## config.mk

```make
export PLATFORM = sky130hd
export DESIGN_NAME = onehot_strobe_decoder
export DESIGN_NICKNAME = d
export VERILOG_FILES = /design/src/rtl/onehot_strobe_decoder.sv
export SDC_FILE = /design/constraint.sdc
export NUM_CORES = 1
export LEC_CHECK = 0
export CORE_MARGIN = 4
export CORE_UTILIZATION = 48
export CTS_CLUSTER_SIZE = 10
export DETAILED_ROUTE_END_ITERATION = 10
export PLACE_DENSITY = 0.77
export SYNTH_ARGS = -nofsm -noshare
export SYNTH_HDL_FRONTEND = slang
export SYNTH_SLANG_ARGS = --single-unit
```

## constraint.sdc

```tcl
create_clock -name clk -period 2.3 [get_ports clk]
set_clock_uncertainty 0.1 [all_clocks]
set_input_delay 0.345 -clock clk [delete_from_list [all_inputs] [get_ports clk]]
set_output_delay 0.345 -clock clk [all_outputs]
set_load 0.01 [all_outputs]
```

## src/rtl/onehot_strobe_decoder.sv

```systemverilog
// Buffered, timed one-hot decoder: queued {code, hold} requests each drive line
// (1 << code) for max(hold,1) cycles, replayed back-to-back with no idle gap.
module onehot_strobe_decoder #(
  parameter  int IN_W   = 4,
  parameter  int DEPTH  = 4,
  parameter  int HOLD_W = 4,
  localparam int OUT_W  = 2**IN_W,
  localparam int LVL_W  = $clog2(DEPTH) + 1
) (
  input  logic              clk,
  input  logic              rst_n,
  input  logic              flush,
  input  logic              in_valid,
  output logic              in_ready,
  input  logic [IN_W-1:0]   in_code,
  input  logic [HOLD_W-1:0] in_hold,
  output logic [OUT_W-1:0]  out,
  output logic              out_valid,
  output logic [LVL_W-1:0]  level
);

  localparam int PTR_W = $clog2(DEPTH);
  localparam logic [PTR_W-1:0]  PTR_ONE  = {{(PTR_W-1){1'b0}}, 1'b1};
  localparam logic [HOLD_W-1:0] CNT_ONE  = {{(HOLD_W-1){1'b0}}, 1'b1};
  localparam logic [LVL_W-1:0]  LVL_ONE  = {{(LVL_W-1){1'b0}}, 1'b1};
  localparam logic [LVL_W-1:0]  FULL_LVL = LVL_W'(DEPTH);
  localparam logic [OUT_W-1:0]  OUT_ONE  = {{(OUT_W-1){1'b0}}, 1'b1};

  typedef enum logic {IDLE, ACTIVE} state_t;

  state_t            state_q, state_d;
  logic [HOLD_W-1:0] cnt_q, cnt_d;
  logic [OUT_W-1:0]  out_q, out_d;
  logic [LVL_W-1:0]  level_q, level_d;
  logic [PTR_W-1:0]  wr_ptr_q, wr_ptr_d;
  logic [PTR_W-1:0]  rd_ptr_q, rd_ptr_d;

  logic [IN_W-1:0]   code_mem [DEPTH];
  logic [HOLD_W-1:0] hold_mem [DEPTH];

  logic              empty, full, push, pop;
  logic [IN_W-1:0]   head_code;
  logic [HOLD_W-1:0] head_hold;

  assign empty     = (level_q == '0);
  assign full      = (level_q == FULL_LVL);
  assign in_ready  = !full && !flush;
  assign push      = in_valid && in_ready;
  // A pop happens when idle, or on the last cycle of the current strobe.
  assign pop       = !flush && !empty && ((state_q == IDLE) || (cnt_q == CNT_ONE));
  assign head_code = code_mem[rd_ptr_q];
  assign head_hold = hold_mem[rd_ptr_q];

  assign out       = out_q;
  assign out_valid = |out_q;
  assign level     = level_q;

  always_ff @(posedge clk) begin
    if (push) begin
      code_mem[wr_ptr_q] <= in_code;
      hold_mem[wr_ptr_q] <= in_hold;
    end
  end

  always_comb begin
    state_d  = state_q;
    cnt_d    = cnt_q;
    out_d    = out_q;
    level_d  = level_q;
    wr_ptr_d = wr_ptr_q;
    rd_ptr_d = rd_ptr_q;
    if (flush) begin
      state_d  = IDLE;
      cnt_d    = '0;
      out_d    = '0;
      level_d  = '0;
      wr_ptr_d = '0;
      rd_ptr_d = '0;
    end else begin
      if (push) begin
        wr_ptr_d = wr_ptr_q + PTR_ONE;
      end
      if (pop) begin
        rd_ptr_d = rd_ptr_q + PTR_ONE;
        out_d    = OUT_ONE << head_code;
        cnt_d    = (head_hold == '0) ? CNT_ONE : head_hold;
        state_d  = ACTIVE;
      end else if (state_q == ACTIVE) begin
        if (cnt_q == CNT_ONE) begin
          out_d   = '0;
          cnt_d   = '0;
          state_d = IDLE;
        end else begin
          cnt_d = cnt_q - CNT_ONE;
        end
      end
      case ({push, pop})
        2'b10:   level_d = level_q + LVL_ONE;
        2'b01:   level_d = level_q - LVL_ONE;
        default: level_d = level_q;
      endcase
    end
  end

  always_ff @(posedge clk or negedge rst_n) begin
    if (!rst_n) begin
      state_q  <= IDLE;
      cnt_q    <= '0;
      out_q    <= '0;
      level_q  <= '0;
      wr_ptr_q <= '0;
      rd_ptr_q <= '0;
    end else begin
      state_q  <= state_d;
      cnt_q    <= cnt_d;
      out_q    <= out_d;
      level_q  <= level_d;
      wr_ptr_q <= wr_ptr_d;
      rd_ptr_q <= rd_ptr_d;
    end
  end

endmodule
```

==> results.json <==
{
  "worstMarginPinSlew_ns": 0.401,
  "final_util_pct": 63.0,
  "die_width_um": 82.7,
  "cts-root-buf": "clkbuf_8",
  "place.gp.congestion": 0.763,
  "start_util_pct": 50.8,
  "cap_violations": 0,
  "ys_seq_area_share_pct": 62.1,
  "clock_path_buffers": 2,
  "grt_start_max_net_pins": 29,
  "path_clk_slew_ns": 0.07,
  "ant_nets": 0,
  "yosysUniqueCellTypes": 43,
  "netlist_area_um2": 2680,
  "dr.pass1.iters": 4,
  "critPathCaptureType": "primary output",
  "postCtsSetupBuffers": 0,
  "tritoncts": "yes",
  "met3_length_um": 197,
  "overflow": 0,
  "track_usage_pct": 16.1,
  "rr_endpoint": "level[2]$_DFFE_PN0P_",
  "drt_iter0_markers": 119,
  "crit_fanout": 6,
  "via_count": 1695,
  "finalSetupViolCount": 0,
  "max_stage_delay_ns": 0.48,
  "slew_viol_final": 0,
  "dp_hpwl_mm": 3.49,
  "num-nets-final": 257,
  "setup_tns_ns": 0,
  "cts_buffers": 9,
  "period_share_pct": 94.4,
  "die-area_um2": 6840,
  "clock-sinks": 60,
  "grt_pass1_wl_mm": 7.88,
  "synth_seq_cells": 60,
  "leakage_uw": 0.00129,
  "fin_crit_ns": 2.17,
  "p_per_area_nw_per_um2": 1030,
  "synth_nets": 209,
  "cts_hold_buf": 0,
  "path_cells": "buf_4 > nor3b_1 > nor2_1 > clkdlybuf4s50_1",
  "fin_hold_ws_ns": 0.278,
  "syn-instance-count": 190,
  "routed_wl_mm": 4.90,
  "r2r_setup_slack_ns": 0.17,
  "dr_wl_met2_mm": 2.36,
  "io_pins": 33,
  "cp.required_ns": 1.86,
  "syn_to_final_growth_pct": 23.9,
  "worst_r2r_path_depth": 8,
  "core_area_um2": 5270,
  "crit_path_start_kind": "flop",
  "cts-htree-levels": 3,
  "synth-edff-count": 32,
  "worstPathArrival_ns": 1.73,
  "status": "finished, final reports clean",
  "syn_avg_cell_area_um2": 14.1,
  "yosys_most_used_dff": "edfxtp_1",
  "dieHeight_um": 82.7,
  "worst_path_max_delay_cell": "clkdlybuf4s50_1",
  "clock_latency_ns": 0.33,
  "critical_path_buf_inv_count": 2,
  "design_area_um2": 3320,
  "max_freq_ghz": 0.461,
  "yosysWarnings": 0,
  "std_cell_rows": 26,
  "hold_path.class": "input pin to async pin",
  "timing.slew.headroom_pct": 73.3,
  "placed_area_um2": 3120,
  "wl_met1_mm": 2.31,
  "antennaDiodeCount": 0,
  "path_class": "flop to primary output",
  "crit_family": "buffers and inverters",
  "vias_per_cell": 5.42,
  "antenna_found_initial": 0,
  "drive_above_1_share_pct": 18.1,
  "wire_per_inst_um": 15.7,
  "routed.top_layer": "met4",
  "total_power_uw": 3420,
  "hold_viol": 0,
  "rsz0062_at_grt": "false",
  "cts_resized": 0,
  "drc": 0,
  "vdd_drop_max_mv": 0.665,
  "grt_pass1_vias": 1640,
  "regToRegStartpoint": "cnt_q[0]$_DFFE_PN0P_",
  "synthArstFlopShare_pct": 46.7,
  "io_buffers": 32
}
==> routing by layer <==
metal | vias to the layer above | GRT usage [%]
met3 | 4 | 7.05
met5 | - | 0
li1 | 823 | -
met4 | 0 | 5.07
met1 | 832 | 19.9
met2 | 36 | 25.5
==> layout by cell type (no fill, tap or decap), types with 7 or more instances in the layout <==
cell type,instances
clkdlybuf4s50_1,32
o2bb2ai_1,8
a22o_1,7
nand2_1,7
dfrtp_1,28
nor2_1,15
clkbuf_8,9
buf_4,12
nand3_1,7
mux4_2,8
edfxtp_1,32
==> flip-flops by register name, summed over array words and instances, names as in the netlist <==
| name | cells |
|---|---|
| code_mem | 16 |
| wr_ptr_q | 2 |
| rd_ptr_q | 2 |
| cnt_q | 4 |
| hold_mem | 16 |
| out | 16 |
| level | 3 |
| state_q | 1 |
==> where the power goes <==
group | internal [uW] | switching, uW
registers | 1270 | 108
clock network | 504 | 424
logic | 522 | 589
==> cell usage after synthesis (all sizes together), types with 6 or more instances <==
cell type | count | area, um^2
nand3 | 7 | 35.0
nor2 | 17 | 73.8
edfxtp | 32 | 961
nand2 | 7 | 26.3
mux4 | 8 | 180
and2 | 6 | 37.5
o2bb2ai | 8 | 70.1
a22o | 8 | 71.3
inv | 6 | 22.5
dfrtp | 28 | 701
a21oi | 6 | 33.8
ha | 6 | 75.1
==> stage by stage <==
| step | setup slack [ns] | std cells |
|---|---|---|
| after floorplan | 0.130 | 190 |
| after global placement | 0.155 | 297 |
| after detailed placement | 0.0854 | 297 |
| after CTS | 0.100 | 313 |
| after global routing | 0.00439 | 313 |
| final | 0.129 | 313 |
==> layout make-up <==
type | instances | area (um^2)
sequential | 60 | 1660
clock buffer | 9 | 124
multi-input combinational | 116 | 932
clock inverter | 7 | 76.3
tap | 70 | 87.6
fill | 409 | 1950
inverter | 7 | 26.3
timing repair buffer | 44 | 410
==> kinds of logic after synthesis <==
logic type | count (synthesis) | synth area share (%)
AO/OA/AOI/OAI | 36 | 10.7
buffers and inverters | 14 | 3.13
AND/OR/NAND/NOR | 59 | 11.7
multiplexers | 10 | 7.52
adder cells (fa/ha/maj) | 7 | 3.55
XOR/XNOR | 4 | 1.31
flip-flops | 60 | 62.1
==> worst max-delay path by stage <==
stage / from / endpoint / slack, ns / cells after the start
detailed placement: flush / level[2]$_DFFE_PN0P_ / 0.09 / 7
global placement: flush / level[2]$_DFFE_PN0P_ / 0.15 / 7
global route: cnt_q[0]$_DFFE_PN0P_ / level[2]$_DFFE_PN0P_ / 0.004 / 8
finish: level[1]$_DFFE_PN0P_ / in_ready / 0.13 / 4
CTS: level[1]$_DFFE_PN0P_ / in_ready / 0.10 / 4
floorplan: level[1]$_DFFE_PN0P_ / level[2]$_DFFE_PN0P_ / 0.13 / 7
Note: power is estimated with default switching activity, not from simulation.
